--- config.mk ---
export PLATFORM = sky130hd
export DESIGN_NAME = bus_arbiter
export DESIGN_NICKNAME = d
export VERILOG_FILES = /design/src/rtl/bus_pkg.sv /design/src/rtl/bus_arbiter_rr_pick.sv /design/src/rtl/bus_arbiter.sv
export SDC_FILE = /design/constraint.sdc
export NUM_CORES = 1
export LEC_CHECK = 0
export CAP_MARGIN = 5
export CORE_AREA = 5 5 121 123
export CTS_CLUSTER_DIAMETER = 50
export DETAILED_ROUTE_END_ITERATION = 8
export DIE_AREA = 0 0 126 128
export PLACE_DENSITY = 0.64
export SYNTH_ARGS = -nofsm -noshare
export SYNTH_HDL_FRONTEND = slang
export SYNTH_SLANG_ARGS = --single-unit
--- constraint.sdc ---
create_clock -name clk -period 9.2 [get_ports clk]
set_clock_uncertainty 0.2 [all_clocks]
set_input_delay 2.76 -clock clk [delete_from_list [all_inputs] [get_ports clk]]
set_output_delay 2.76 -clock clk [all_outputs]
set_load 0.01 [all_outputs]
--- src/rtl/bus_pkg.sv ---
// Shared definitions for the shared-bus arbiter: FSM encoding and width helper.
package bus_pkg;

   typedef enum logic [1:0] {
      IDLE = 2'b00,
      OWN  = 2'b01,
      TURN = 2'b10
   } state_e;

   // Index width that never collapses to zero bits for single-entry cases.
   function automatic int clog2_min1(input int value);
      return ($clog2(value) < 1) ? 1 : $clog2(value);
   endfunction

endpackage

--- src/rtl/bus_arbiter_rr_pick.sv ---
// Round-robin priority encoder: first requester above `last_i`, wrapping modulo N.
module rr_pick
   import bus_pkg::*;
#(
   parameter  int N  = 8,
   localparam int IW = clog2_min1(N)
) (
   input  logic [N-1:0]  req_i,
   input  logic [IW-1:0] last_i,
   output logic          valid_o,
   output logic [IW-1:0] idx_o
);

   int            cand;
   logic [IW-1:0] cand_idx;

   // Scan from the farthest offset down so the nearest requester is written last.
   always_comb begin
      valid_o  = |req_i;
      idx_o    = '0;
      cand     = 0;
      cand_idx = '0;
      for (int i = N; i >= 1; i--) begin
         cand = int'(last_i) + i;
         if (cand >= N) cand = cand - N;
         cand_idx = IW'(cand);
         if (req_i[cand_idx]) idx_o = cand_idx;
      end
   end

endmodule

--- src/rtl/bus_arbiter.sv ---
// Round-robin arbiter for a shared W-bit bus with hold limit and one-cycle turnaround.
module bus_arbiter
   import bus_pkg::*;
#(
   parameter  int N        = 8,
   parameter  int W        = 32,
   parameter  int MAX_HOLD = 16,
   localparam int OW       = clog2_min1(N)
) (
   input  logic           clk,
   input  logic           rst_n,
   input  logic [N-1:0]   req,
   input  logic [W*N-1:0] a,
   output logic [N-1:0]   gnt,
   output logic [N-1:0]   g_n,
   output logic [W-1:0]   y,
   output logic           busy,
   output logic [OW-1:0]  owner
);

   localparam int            HW        = clog2_min1(MAX_HOLD + 1);
   localparam logic [HW-1:0] HOLD_SAT  = HW'(MAX_HOLD);
   localparam logic [HW-1:0] HOLD_LAST = (MAX_HOLD == 0) ? '0 : HW'(MAX_HOLD - 1);
   localparam logic [OW-1:0] LAST_RST  = OW'(N - 1);

   state_e        state_q, state_d;
   logic [N-1:0]  gnt_q, gnt_d;
   logic [OW-1:0] last_q, last_d;
   logic [HW-1:0] hold_q, hold_d;
   logic          pick_valid;
   logic [OW-1:0] pick_idx;
   logic          others;
   logic          release_own;
   logic [W-1:0]  slice [N];
   logic [W-1:0]  y_or;

   rr_pick #(.N(N)) u_pick (
      .req_i   (req),
      .last_i  (last_q),
      .valid_o (pick_valid),
      .idx_o   (pick_idx)
   );

   always_ff @(posedge clk or negedge rst_n) begin
      if (!rst_n) begin
         state_q <= IDLE;
         gnt_q   <= '0;
         last_q  <= LAST_RST;
         hold_q  <= '0;
      end else begin
         state_q <= state_d;
         gnt_q   <= gnt_d;
         last_q  <= last_d;
         hold_q  <= hold_d;
      end
   end

   // Limit test is >= so a contender arriving after the counter saturated is still served.
   always_comb begin
      state_d     = state_q;
      gnt_d       = gnt_q;
      last_d      = last_q;
      hold_d      = hold_q;
      others      = |(req & ~gnt_q);
      release_own = !req[last_q] ||
                    ((MAX_HOLD != 0) && (hold_q >= HOLD_LAST) && others);
      case (state_q)
         IDLE, TURN: begin
            gnt_d = '0;
            if (pick_valid) begin
               state_d         = OWN;
               gnt_d[pick_idx] = 1'b1;
               last_d          = pick_idx;
               hold_d          = '0;
            end else begin
               state_d = IDLE;
            end
         end
         OWN: begin
            if (hold_q != HOLD_SAT) hold_d = hold_q + 1'b1;
            if (release_own) begin
               state_d = TURN;
               gnt_d   = '0;
            end
         end
         default: begin
            state_d = IDLE;
            gnt_d   = '0;
         end
      endcase
   end

   for (genvar i = 0; i < N; i++) begin : g_slice
      assign slice[i] = a[i*W +: W] & {W{gnt_q[i]}};
   end

   always_comb begin
      y_or = '0;
      for (int i = 0; i < N; i++) y_or = y_or | slice[i];
   end

   assign gnt   = gnt_q;
   assign g_n   = ~gnt_q;
   assign y     = y_or;
   assign busy  = |gnt_q;
   assign owner = (state_q == OWN) ? last_q : '0;

endmodule

Word level (Yosys, flattened, before mapping)
Index checks and enable logic that the tools add are counted.
{"block": "word_totals", "register_bits": 18, "inputBits": 266, "out_inout_bits": 52, "elab_cells": 122}
{"block": "classes", "add_sub_neg": 17, "n_lt_le_gt_ge": 20, "n_eq_ne": 6, "n_mux": 46, "bitwise": 17, "n_reduce_logical": 12}
{"cell": "bitwise AND 32 bit", "n": 8}
{"cell": "OR 32 bit", "n": 7}
{"cell": "two-way mux 3 bit", "n": 17}
{"cell": "less-than comparator 3 x 4 -> 1 bit, second input constant", "n": 10}
{"cell": "greater-or-equal comparator 4 bit, second input constant", "n": 7}
{"cell": "binary-select mux 1 bit (select 3 bit)", "n": 9}
{"cell": "OR reduction 8 bit", "n": 3}
{"cell": "subtractor 3 x 1 -> 3 bit, second input constant", "n": 8}
{"cell": "adder 3 x 3 -> 4 bit, second input constant", "n": 4}
{"cell": "two-way mux 8 bit", "n": 2}
{"cell": "case mux 8 bit (2 select lines)", "n": 1}
{"cell": "two-way mux 1 bit", "n": 11}
{"cell": "greater-or-equal comparator 5 x 4 -> 1 bit, second input constant", "n": 2}
{"cell": "two-way mux 5 bit", "n": 2}
{"cell": "case mux 5 bit (2 select lines)", "n": 1}
{"cell": "adder 3 x 2 -> 4 bit, second input constant", "n": 2}
{"cell": "bitwise AND 8 bit", "n": 1}
{"cell": "inverter 8 bit", "n": 1}
{"cell": "!= test 2 bit, second input constant", "n": 3}
{"cell": "adder 3 x 4 -> 5 bit, second input constant", "n": 1}
{"cell": "adder 5 x 1 -> 5 bit, second input constant", "n": 1}
{"cell": "!= test 5 bit, second input constant", "n": 1}
{"cell": "adder 3 x 1 -> 4 bit, second input constant", "n": 1}
{"cell": "case mux 2 bit (2 select lines)", "n": 1}
{"cell": "other kinds (13)", "n": 14}

Depth between registers and ports, before layout
Gate-level depths: netlist of the first run.
{"block": "logic_depth", "ltp_word": 19, "ltp_mapped": 13, "depth_no_buf": 9}

Modules after synthesis
Synthesis of the first run repeated with hierarchy kept, for this count alone.
{"block": "hier_totals", "cells_unflattened": 390, "hier_area_um2": 3176.8}
{"module": "bus_arbiter", "instances": 1, "cells_each": 291, "area_per_inst_um2": 2356.0, "seq_area_each_um2": 454.2}
{"module": "rr_pick", "instances": 1, "cells_each": 99, "area_per_inst_um2": 820.8, "seq_area_each_um2": 0.0}

Least setup slack after synthesis of the first run
No wires, ideal clock.
{"block": "synth_timing", "path_type": "input to output", "startpoint": "input port a[31]", "endpoint": "output port y[31]", "t_arrival_ps": 3082, "t_required_ps": 6240, "path_slack_ps": 3158, "stages": 2, "n_path_buf": 0, "cell_sequence": "a22oi_1 nand4_1"}
{"block": "synth_via", "elab_chain_len": 8}
{"item": "start, declared", "line": "bus_arbiter.sv:13", "text": "input logic [W*N-1:0] a,"}
{"item": "bitwise AND 32 bit", "line": "bus_arbiter.sv:94", "text": "assign slice[i] = a[i*W +: W] & {W{gnt_q[i]}};"}
{"item": "OR 32 bit (7 in series)", "line": "bus_arbiter.sv:99", "text": "for (int i = 0; i < N; i++) y_or = y_or | slice[i];"}
{"item": "end, declared", "line": "bus_arbiter.sv:16", "text": "output logic [W-1:0] y,"}
Every way passes these cells.

Final worst setup path of the first run
{"block": "layout_timing", "startpoint": "input port a[96]", "endpoint": "output port y[0]"}
{"block": "layout_via", "elab_chain_len": 6}
{"item": "bitwise AND 32 bit", "line": "bus_arbiter.sv:94"}
{"item": "OR 32 bit (5 in series)", "line": "bus_arbiter.sv:99"}
Every way passes these cells.

==> impl_metrics.toml, run 1 <==
[global_routing]
grtUsageMet1_pct = 30.1
grt_max_degree = 37
grt.busiest_layer = "met2"
overflow = 0
grt_util_all_layers_pct = 24.6
grt_pass1_wl_um = 31600
grt_pass1_vias = 5177
antenna_found_initial = 1
use_met3_pct = 6.96
grt.met2_usage_pct = 43.7

[worst_setup_path]
path_cells = "clkdlybuf4s50_1, a22oi_1, nand4_1, clkdlybuf4s50_1"
worst_setup_path_start_kind = "input pin"
path_max_fanout = 1
worstPathRequired_ps = 6240
cp_slowest_stage_delay_ps = 570
worstPathArrival_ps = 4250
path_common_cell = "clkdlybuf4s50_1"
critical_path_buf_inv_count = 2
crit_slowest_cell = "clkdlybuf4s50_1"
worstSetupEndpointType = "output pin"
path_depth = 4
crit_type = "in2out"
worst_r2r_path_depth = 8
cp_top_family = "buffers and inverters"

[sta]
slew_viol_final = 0
max_slew_margin_pct = 25.8
fmax_mhz = 139
rsz0062_at_grt = "false"
setup_tns_ps = 0
min_period_over_period_pct = 78.4
final.min_clock_period_ps = 7210
setup_viol = 0
finalHoldViolations = 0
worst_pin_slew_ps = 1100

[yosys]
yosys.area.top_type = "a22oi_1"
ys_top_cells_by_count = "a22oi_1 (133), clkbuf_1 (36), nand4_1 (34), inv_1 (16), dfrtp_1 (15)"
synth_top_area_share_pct = 31.1
async_reset_ff_share_pct = 100
synthTopCellsByArea = "a22oi_1 (31%), dfrtp_1 (12%), nand4_1 (6.6%), mux4_2 (6.3%), mux2i_1 (4.4%)"
synth_nets = 669
synth_warnings = 0
synth_edf_count = 0
syn_avg_cell_area_sq_um = 8.06
synth_top_family_by_area = "compound AO/OA/AOI/OAI gates"
ys_ff_latch = 18
netlist_area_sq_um = 3210
synth_xor_xnor_area_share_pct = 1.05
synth.distinct_cells = 52
syn_inst = 398
synth-simple-area-share_pct = 16.0
synthAdderAreaFrac_pct = 1.95
yosysSeqAreaShare_pct = 14.2
synth_compound_area_share_pct = 42.7
synth.most_common_cell = "a22oi_1"
yosys-mux-area-fraction_pct = 15.8
synthFlopType = "dfrtp_1"

[power_and_ir_drop]
power.density_nw_per_um2 = 214
p_leak_nw = 2.30
ir_drop_mv = 0.123
power_mw = 1.40

[die]
num_rows = 43
initial_utilization_pct = 23.7
pin_count = 318
dieHeight_um = 128
die_area_sq_um = 16100
die_w_um = 126
core_area_sq_um = 13600

[drt]
antenna_left = 0
drc = 0
finalWirelength_um = 21400
num_vias = 4892
vias_per_cell = 5.69
drt-pass1-iter-count = 5
drt_iter0_drc = 353
wire_per_inst_um = 24.9

[job]
cap_violations = 0

[layout]
instances_no_fill = 860
area_growth_pct = 104
drive_gt1_share_pct = 5.89
fin_nets = 951
final_util_pct = 48.3

[cts]
clkTransAtPathRegs_ps = 50
clock_sinks = 18
cts_setup_buffers = 0
cts_max_level = 1
clockBufferDepth = 2
ctsHoldBuffers = 0
clk_latency_ps = 250
cts_tree = "done"
cts_resized = 0
cts_buffers = 3
cts-root-buf = "clkbuf_16"

[placed_design]
portBuffers = 317
routabilityCongestion = 1.00
post-place-cells = 855
dp_hpwl_um = 17100

[run_status]
status = "complete, no violations"

[worst_hold_path]
hp-class = "reg2reg"
whs_path_depth = 2
[final cells by class]
class | instances | area, sq um
Inverter | 16 | 60.1
Fill cell | 1333 | 7010
Multi-Input combinational cell | 316 | 2480
Timing Repair Buffer | 325 | 3230
Tap cell | 180 | 225
Antenna cell | 1 | 2.50
Sequential cell | 18 | 454
Clock buffer | 4 | 88.8
[cell families after synthesis]
group | after synthesis
compound gates | 181
buf+inv | 64
mux | 35
simple gates | 92
fa+ha+maj | 5
flops | 18
xor+xnor | 3
[metal layers]
metal	vias up	routed length [um]
met5	-	0
met2	316	10700
met4	0	325
met3	26	2170
met1	2331	8220
li1	2219	-
[sequential cells by signal (all words and copies together), names as in the netlist]
name,count
last_q,3
hold_q,5
state_q,2
gnt,8
[cell usage in the layout (no fill, tap or decap), types with 4 or more instances in the layout]
cell,instances
nor3_1,6
nor2_1,9
mux2i_1,14
mux2_2,7
a32o_1,8
buf_4,8
nor4_1,4
ha_1,5
dfrtp_1,15
nand4_1,34
nand2b_1,4
inv_1,16
nand2_1,14
mux4_2,9
nand3_1,6
o211ai_1,6
o21ai_0,11
clkdlybuf4s50_1,317
a22oi_1,133
and2_1,5
[where the power goes]
group	leakage, nW	switching [mW]	internal (mW)	total (mW)
Clock	0.0442	0.0301	0.0662	0.0963
Combinational	2.02	0.545	0.569	1.11
Sequential	0.232	0.0805	0.109	0.190
Total	2.30	0.655	0.744	1.40
[per-stage QoR]
step                cell area (sq um)  setup WS (ps)  hold WS [ps]
CTS                              6550           1880           333
detailed placement               6460           1890           323
global route                     6550           1890           356
floorplan                        3210           3160           286
global placement                 6460           1820           304
finish                           6550           1990           335
[worst paths after layout]
path	start	to	slack (ps)
min	hold_q[4]	hold_q[4]	340
min reg2reg	hold_q[4]	hold_q[4]	340
max reg2reg	last_q[0]	gnt[6]	4890
max in group asynchronous	rst_n	gnt[2]	5550
max	a[96]	y[0]	1990
min in group asynchronous	rst_n	hold_q[2]	2760
[tightest hold or removal path, stage by stage (launching register included)]
cell	delay (ps)
dfrtp_1	360
nand3_1	70
o21ai_0	70
Power figures use the tool's default switching activity.
==> run 2: changes to the inputs <==
--- a/config.mk
+++ b/config.mk
@@ -6,11 +6,11 @@
 export NUM_CORES = 1
 export LEC_CHECK = 0
 export CAP_MARGIN = 5
-export CORE_AREA = 5 5 121 123
+export CORE_AREA = 5 5 120 122
 export CTS_CLUSTER_DIAMETER = 50
 export DETAILED_ROUTE_END_ITERATION = 8
-export DIE_AREA = 0 0 126 128
-export PLACE_DENSITY = 0.64
+export DIE_AREA = 0 0 125 127
+export PLACE_DENSITY = 0.68
 export SYNTH_ARGS = -nofsm -noshare
 export SYNTH_HDL_FRONTEND = slang
 export SYNTH_SLANG_ARGS = --single-unit
==> constraint.sdc (replaced) <==
create_clock -name clk -period 6.2 [get_ports clk]
set_clock_uncertainty 0.2 [all_clocks]
set_input_delay 1.86 -clock clk [delete_from_list [all_inputs] [get_ports clk]]
set_output_delay 1.86 -clock clk [all_outputs]
set_load 0.01 [all_outputs]
==> run 2 against run 1 <==
  * Non-clock buffer count rose by 3
  * Critical endpoint is now y[3]
  * Wire length rose by 3.4%
  * Highest routed layer is now met5
  * Clock-buffer cell count did not move
==> impl_metrics.toml, run 2 (synthesis gave the netlist of run 1 again) <==
[run_status]
status = "complete, no violations"

[drt]
drt_iter0_drc = 392
finalWirelength_um = 22200
wire_per_inst_um = 25.8
antenna_left = 0
drc = 0
num_vias = 4881
vias_per_cell = 5.69
drt-pass1-iter-count = 5

[layout]
fin_nets = 954
instances_no_fill = 858
drive_gt1_share_pct = 6.30
n_antenna_cell = 0
area_growth_pct = 105
largest_reg_flops = 8
mostFrequentLayoutCell = "clkdlybuf4s50_1"
final_cell_mix = "clkdlybuf4s50_1 (317), a22oi_1 (133), nand4_1 (34)"

[worst_setup_path]
worstPathRequired_ps = 4140
worst_setup_path_start_kind = "input pin"
reg2reg_slack_ps = 1930
reg2reg_to = "gnt[1]"
worstSetupEndpointType = "output pin"
r2r_start = "last_q[0]"
worst_r2r_path_depth = 9
worstPathArrival_ps = 3360
path_max_fanout = 1
crit_type = "in2out"

[power_and_ir_drop]
ir_drop_mv = 0.185
internal_power_mw = 1.11
power_mw = 2.09
power.density_nw_per_um2 = 318
switchingPower_mw = 0.977
clkPwrFrac_pct = 6.6
p_seq_share_pct = 13.7
power_frac_comb_pct = 79.7
swShare_pct = 46.8
p_leak_nw = 2.31

[sta]
slew_viol_final = 0
setup_tns_ps = 0
setup_viol = 0
max_slew_margin_pct = 22.9
final.min_clock_period_ps = 5420
rsz0062_at_grt = "false"
finalHoldViolations = 0
min_period_over_period_pct = 87.5
worst_pin_slew_ps = 1160
fmax_mhz = 184

[worst_hold_path]
whs_path_depth = 2
hold_start = "hold_q[4]"
min_to = "hold_q[4]"
hp-class = "reg2reg"

[cts]
cts_resized = 0
cts_buffers = 3
clock_sinks = 18
ctsHoldBuffers = 0
cts_setup_buffers = 0
cts_max_level = 1
cts_tree = "done"
clkTransAtPathRegs_ps = 50
cts-root-buf = "clkbuf_16"
clk_latency_ps = 240
clockBufferDepth = 2

[die]
die_w_um = 125
pin_count = 318
die_area_sq_um = 15900
num_rows = 42
dieHeight_um = 127
core_area_sq_um = 13100
initial_utilization_pct = 24.5

[placed_design]
routabilityCongestion = 1.02
post-place-cells = 854
dp_hpwl_um = 17800
portBuffers = 317

[global_routing]
grt_util_all_layers_pct = 26.2
grt_max_degree = 30
grt_pass1_vias = 5256
antenna_found_initial = 1
grt_pass1_wl_um = 32700
overflow = 0

[job]
cap_violations = 0
==> run 2: cell type report <==
class	instances	area [sq um]
clock buffers	4	88.8
fillers	1226	6520
inverters	16	60.1
multi-input cells	316	2480
flip-flops and latches	18	454
well taps	176	220
repair buffers	328	3260
==> run 2: worst max-delay path, stage by stage <==
cell and delay (ps):
clkdlybuf4s50_1 420, a22oi_1 270, nand4_1 250, clkdlybuf4s50_1 560
==> run 2: stage by stage <==
| step | hold WS, ps | worst slack, ps | util [%] | area [sq um] |
|---|---|---|---|---|
| final | 343 | 776 | 50.2 | 6560 |
| after global routing | 370 | 656 | 50.2 | 6560 |
| after CTS | 344 | 691 | 50.2 | 6560 |
| after detailed placement | 333 | 703 | 49.5 | 6470 |
| after global placement | 315 | 675 | 49.5 | 6470 |
| after floorplan | 286 | 1960 | - | 3210 |
==> run 2: per-layer routing <==
layer	global-route usage [%]	vias to the layer above	part of all wire, %
met5	0	-	0.059
met4	3.38	2	1.6
met3	9.27	26	11
met2	46.9	312	50
met1	31.0	2316	38
li1	-	2225	-
==> run 2: worst max-delay path by stage <==
stage / from / cells past startpoint / slack, ps / end
detailed placement: a[3] / 4 / 700 / y[3]
global placement: a[3] / 4 / 670 / y[3]
global route: a[3] / 4 / 660 / y[3]
CTS: a[3] / 4 / 690 / y[3]
floorplan: a[31] / 2 / 1960 / y[31]
finish: a[3] / 4 / 780 / y[3]
==> run 2: power groups by stage <==
stage | Clock (mW) | Combinational (mW) | Sequential [mW]
after floorplan | 0 | 1.09 | 0.182
final | 0.138 | 1.66 | 0.286
after CTS | 0.142 | 1.66 | 0.284
after global routing | 0.146 | 1.80 | 0.297
after detailed placement | 0 | 1.65 | 0.286
after global placement | 0 | 1.61 | 0.284
